==> config.mk <==
export PLATFORM = sky130hd
export DESIGN_NAME = prog_loader
export DESIGN_NICKNAME = d
export VERILOG_FILES = /design/src/rtl/prog_loader.sv
export SDC_FILE = /design/constraint.sdc
export NUM_CORES = 1
export LEC_CHECK = 0
export CORE_UTILIZATION = 35
export DETAILED_ROUTE_END_ITERATION = 16
export HOLD_SLACK_MARGIN = 0.03
export MAX_ROUTING_LAYER = met4
export PLACE_DENSITY_LB_ADDON = 0.15
export SYNTH_ARGS = -nofsm -noshare
export SYNTH_HDL_FRONTEND = slang
export SYNTH_SLANG_ARGS = --single-unit
==> constraint.sdc <==
create_clock -name clk -period 2.5 [get_ports clk]
set_input_delay 0.375 -clock clk [delete_from_list [all_inputs] [get_ports clk]]
set_output_delay 0.375 -clock clk [all_outputs]
set_load 0.1 [all_outputs]
==> src/rtl/prog_loader.sv <==
`default_nettype none
// ============================================================================
// Module      : prog_loader
// Description : Program loader that masters the PicoRV32 native memory port.
//               Collects a byte stream into little-endian 32-bit words and
//               writes NWORDS of them to consecutive addresses starting at
//               BASE_ADDR. The CPU is held in reset while a load runs. After
//               the last write is acknowledged, the memory port and the CPU
//               reset are released.
// Ports       :
//   clk             system clock, rising edge
//   i_reset_n       asynchronous active-low reset
//   i_start         single-cycle load request (honoured in IDLE and DONE)
//   i_in_valid      byte stream valid
//   i_in_data       byte stream data
//   o_in_ready      byte accepted on this cycle's edge when i_in_valid is high
//   o_mem_valid     native-interface write request
//   o_mem_instr     always 0
//   i_mem_ready     responder acknowledge
//   o_mem_addr      write byte address
//   o_mem_wdata     write data
//   o_mem_wstrb     byte strobes
//   i_mem_rdata     unused (the loader only writes)
//   o_loader_active memory-port mux select, 1 = loader owns the BRAM port
//   o_cpu_reset_n   active-low CPU reset
//   o_done          load complete
//   o_word_cnt      words written and acknowledged in the current load
// Revision    : 1.0 - initial release
// ============================================================================
module prog_loader #(
  parameter int unsigned NWORDS    = 256,
  parameter logic [31:0] BASE_ADDR = 32'h0000_0000
) (
  input  logic                          clk,
  input  logic                          i_reset_n,
  input  logic                          i_start,
  input  logic                          i_in_valid,
  input  logic [7:0]                    i_in_data,
  output logic                          o_in_ready,
  output logic                          o_mem_valid,
  output logic                          o_mem_instr,
  input  logic                          i_mem_ready,
  output logic [31:0]                   o_mem_addr,
  output logic [31:0]                   o_mem_wdata,
  output logic [3:0]                    o_mem_wstrb,
  input  logic [31:0]                   i_mem_rdata,
  output logic                          o_loader_active,
  output logic                          o_cpu_reset_n,
  output logic                          o_done,
  output logic [$clog2(NWORDS+1)-1:0]   o_word_cnt
);

  localparam int unsigned      CNT_W    = $clog2(NWORDS + 1);
  localparam logic [CNT_W-1:0] C_ONE    = CNT_W'(1);
  localparam logic [CNT_W-1:0] C_LAST   = CNT_W'(NWORDS - 1);

  typedef enum logic [1:0] {
    S_IDLE    = 2'd0,
    S_COLLECT = 2'd1,
    S_WRITE   = 2'd2,
    S_DONE    = 2'd3
  } state_t;

  state_t           r_state;
  logic [1:0]       r_byte_idx;
  logic [CNT_W-1:0] r_word_idx;
  logic [CNT_W-1:0] r_word_cnt;
  // Bytes 0..2 of the word being assembled; byte 3 goes straight into the
  // write-data register on the edge that accepts it.
  logic [23:0]      r_asm;
  logic             r_in_ready;
  logic             r_mem_valid;
  logic [31:0]      r_mem_addr;
  logic [31:0]      r_mem_wdata;
  logic [3:0]       r_mem_wstrb;
  logic             r_loader_active;
  logic             r_cpu_reset_n;
  logic             r_done;

  logic [31:0]      w_word_addr;
  logic             w_unused;

  assign w_word_addr = BASE_ADDR + (32'(r_word_idx) << 2);
  // Read data has no meaning for a write-only initiator.
  assign w_unused    = ^i_mem_rdata;

  always_ff @(posedge clk or negedge i_reset_n) begin
    if (!i_reset_n) begin
      r_state         <= S_IDLE;
      r_byte_idx      <= 2'd0;
      r_word_idx      <= '0;
      r_word_cnt      <= '0;
      r_asm           <= 24'd0;
      r_in_ready      <= 1'b0;
      r_mem_valid     <= 1'b0;
      r_mem_addr      <= 32'd0;
      r_mem_wdata     <= 32'd0;
      r_mem_wstrb     <= 4'd0;
      r_loader_active <= 1'b0;
      r_cpu_reset_n   <= 1'b0;
      r_done          <= 1'b0;
    end else begin
      unique case (r_state)
        // A start from DONE is a reload: it re-asserts CPU reset and takes
        // the memory port back before the first new byte arrives.
        S_IDLE, S_DONE: begin
          if (i_start) begin
            r_state         <= S_COLLECT;
            r_byte_idx      <= 2'd0;
            r_word_idx      <= '0;
            r_word_cnt      <= '0;
            r_in_ready      <= 1'b1;
            r_loader_active <= 1'b1;
            r_cpu_reset_n   <= 1'b0;
            r_done          <= 1'b0;
          end
        end

        S_COLLECT: begin
          if (i_in_valid && r_in_ready) begin
            r_byte_idx <= r_byte_idx + 2'd1;
            unique case (r_byte_idx)
              2'd0: r_asm[7:0]   <= i_in_data;
              2'd1: r_asm[15:8]  <= i_in_data;
              2'd2: r_asm[23:16] <= i_in_data;
              default: begin
                r_state     <= S_WRITE;
                r_in_ready  <= 1'b0;
                r_mem_valid <= 1'b1;
                r_mem_addr  <= w_word_addr;
                r_mem_wdata <= {i_in_data, r_asm};
                r_mem_wstrb <= 4'hF;
              end
            endcase
          end
        end

        // Request fields stay untouched until the acknowledge; the address
        // and data simply keep their last values afterwards.
        S_WRITE: begin
          if (i_mem_ready) begin
            r_mem_valid <= 1'b0;
            r_mem_wstrb <= 4'd0;
            r_word_cnt  <= r_word_cnt + C_ONE;
            if (r_word_idx == C_LAST) begin
              r_state         <= S_DONE;
              r_loader_active <= 1'b0;
              r_cpu_reset_n   <= 1'b1;
              r_done          <= 1'b1;
            end else begin
              r_word_idx <= r_word_idx + C_ONE;
              r_state    <= S_COLLECT;
              r_in_ready <= 1'b1;
            end
          end
        end

        default: r_state <= S_IDLE;
      endcase
    end
  end

  assign o_in_ready      = r_in_ready;
  assign o_mem_valid     = r_mem_valid;
  assign o_mem_instr     = 1'b0;
  assign o_mem_addr      = r_mem_addr;
  assign o_mem_wdata     = r_mem_wdata;
  assign o_mem_wstrb     = r_mem_wstrb;
  assign o_loader_active = r_loader_active;
  assign o_cpu_reset_n   = r_cpu_reset_n;
  assign o_done          = r_done;
  assign o_word_cnt      = r_word_cnt;

endmodule
`default_nettype wire

==> metrics.csv <==
metric,value,unit
outcome,completed,
cap_violations,0,
hp-class,reg -> reg,
syn_area_per_cell,12.5,sq um
yosysWarningCount,0,
synthDistinctLibCells,40,
tns,0,ns
core-area,11500,sq um
drive_above_1_share,0.232,
drt_iter0_markers,99,
fill_cells,1088,
utilization,0.449,
cts_max_level,3,
whs,0.480,ns
wl_per_cell,14.0,microns
cts.repair.resized,0,
place_congestion,0.780,
path_cells,and2_1 -> nand3_1 -> nor2_1 -> ha_1 -> nand2b_1 -> a211o_1 -> or4_1 -> nand3_1,
seq_area_frac_synth,0.549,
synthSimpleGateAreaFrac,0.0899,
grt_remaining_overflow,0,
clk_pin_slew,0.06,ns
skew,0.00570,ns
final-hold-violation-count,0,
synth_area_leaders,"dfrtp_1, mux2_1, buf_4",
syn_to_final_growth,24.1,%
cts.sinks,91,
cp-start-kind,register,
post-synth-top-area-cell,dfrtp_1,
yosys.area_share.adder,0.0302,
vias_per_cell,4.71,
synthMuxAreaShare,0.181,
cp_top_family,simple AND/OR/NAND/NOR gates,
syn_inst,332,
synth-main-ff-cell,dfrtp_1,
cp_slowest_cell,or4_1,
die_h,111,microns
cts_tree,built,
regArea,2280,sq um
diodes,0,
finalCritPeriodShare,0.918,
dr.pass1.iters,4,
multiInputGateArea,1660,sq um
synth-edff-count,0,
grt_usage,0.142,
critical_path_peak_fanout,7,
vias,2640,
ios,128,
synth_top_family_by_area,multiplexers,
cts-root-buf,clkbuf_16,
worst_slew_pin_slew,0.558,ns
antenna_left,0,
cp.required,2.78,ns
setup_violations,0,
cts_buffer_depth,2,
synth_xor_area_frac,0.0106,
rsz0062_at_grt,false,
finalCriticalPeriod,2.30,ns
grt_pass1_wl,13.2,mm
synth-seq-cells,91,
fin_cells,561,
critPathArrivalTime,2.57,ns
yosysMostFrequentCell,dfrtp_1,
io_buffers,71,
fin_nets,468,
grt_pass1_vias,2595,
slew_viol_final,0,
start_util,0.362,
async_flop_share,1.00,
synth_area,4150,sq um
crit_type,reg -> reg,
path_buf_inv,0,
die_w,111,microns
drc_errors,0,
dp_hpwl,5.43,mm
end_kind,register,
dieArea,12300,sq um
synth_common_cells,"dfrtp_1, mux2_1, buf_4",
max_freq,436,MHz
row_count,39,
antenna_found_initial,0,
clk_latency,0.34,ns
grt_max_degree,53,
relSlewSlack,0.628,
cp_common_cell,nand3_1,
routed_wl,7.86,mm
synth-compound-area-share,0.0649,
synth_top_area_share,0.549,
place_inst,544,
worst_path_largest_cell_delay,0.49,ns
cts_buffers,9,
## final cells by class
cell class | instances | area share
clock inverters | 5 | 0.0117
flip-flops and latches | 91 | 0.442
multi-input cells | 215 | 0.322
repair buffers | 85 | 0.135
clock buffers | 11 | 0.0471
inverters | 11 | 0.00802
well taps | 143 | 0.0348
## final timing paths
path | startpoint | endpoint | slack (ns) | cells after the start
max | r_word_idx[4]$_DFFE_PN0P_ | r_word_idx[4]$_DFFE_PN0P_ | 0.20 | 8
min | r_asm[3]$_DFFE_PN0P_ | o_mem_wdata[3]$_DFFE_PN0P_ | 0.48 | 1
max reg2reg | r_word_idx[4]$_DFFE_PN0P_ | r_word_idx[4]$_DFFE_PN0P_ | 0.20 | 8
min reg2reg | r_asm[3]$_DFFE_PN0P_ | o_mem_wdata[3]$_DFFE_PN0P_ | 0.48 | 1
max in group asynchronous | i_reset_n | o_mem_addr[8]$_DFFE_PN0P_ | 1.28 | 3
min in group asynchronous | i_reset_n | o_mem_wdata[13]$_DFFE_PN0P_ | 0.54 | 2
## sequential cells by signal (all words and copies together), names as in the netlist
register	flops
o_done	1
o_in_ready	1
o_loader_active	1
o_mem_addr	9
o_mem_wdata	32
o_mem_wstrb	1
o_word_cnt	9
r_asm	24
r_byte_idx	2
r_state	2
r_word_idx	9
## worst reg2reg max path: stages, from the launching register on
cell and delay [ns]:
dfrtp_1 0.41, and2_1 0.22, nand3_1 0.13, nor2_1 0.06
ha_1 0.24, nand2b_1 0.18, a211o_1 0.40, or4_1 0.49
nand3_1 0.10
## stage by stage
stage	worst slack, ns	instance area, sq um
global route	0.0535	5150
floorplan	0.356	4230
CTS	0.182	5150
finish	0.204	5150
global placement	0.224	4840
detailed placement	0.194	4840
## logic make-up after synthesis
group | count (synthesis)
flops | 91
simple gates | 70
mux | 67
buf+inv | 49
compound gates | 39
fa+ha+maj | 10
xor+xnor | 5
other cells | 1
## layout by cell type, fill, tap and decap left out, types with 2 or more instances in the layout
cell / synthesis / layout
o31ai_1: 2 / 2
a21o_1: 2 / 2
nand3_1: 11 / 11
nand2b_1: 4 / 4
a22o_1: 4 / 4
o21ai_1: 8 / 8
and2_1: 3 / 3
nand4_1: 2 / 2
a31oi_1: 2 / 2
mux2i_1: 2 / 2
inv_1: 11 / 11
nand2_1: 21 / 20
nor2_1: 12 / 12
dfrtp_1: 91 / 91
mux2_1: 65 / 65
buf_4: 29 / 71
clkbuf_16: 0 / 9
buf_12: 0 / 2
nor2b_1: 4 / 4
ha_1: 10 / 10
a21oi_1: 6 / 6
xnor2_1: 4 / 4
inv_6: 0 / 2
o21ai_0: 8 / 8
clkdlybuf4s50_1: 0 / 11
nor4_1: 2 / 2
conb_1: 1 / 24
nor4_2: 4 / 4
## timing repair
| action | CTS | global route |
|---|---|---|
| hold endpoints to repair | 39 | 0 |
| buffers inserted | 0 | 0 |
| hold buffers | 1 | 0 |
## layer usage
layer	vias to the layer above	track usage	routed length [microns]
li1	1266	-	-
met1	1293	0.179	3750
met2	73	0.208	3570
met3	8	0.0530	415
met4	0	0.0516	125
met5	-	-	0
Power is not shown: default switching activity piles up to over one toggle a cycle in this logic, so the estimate is an artifact.
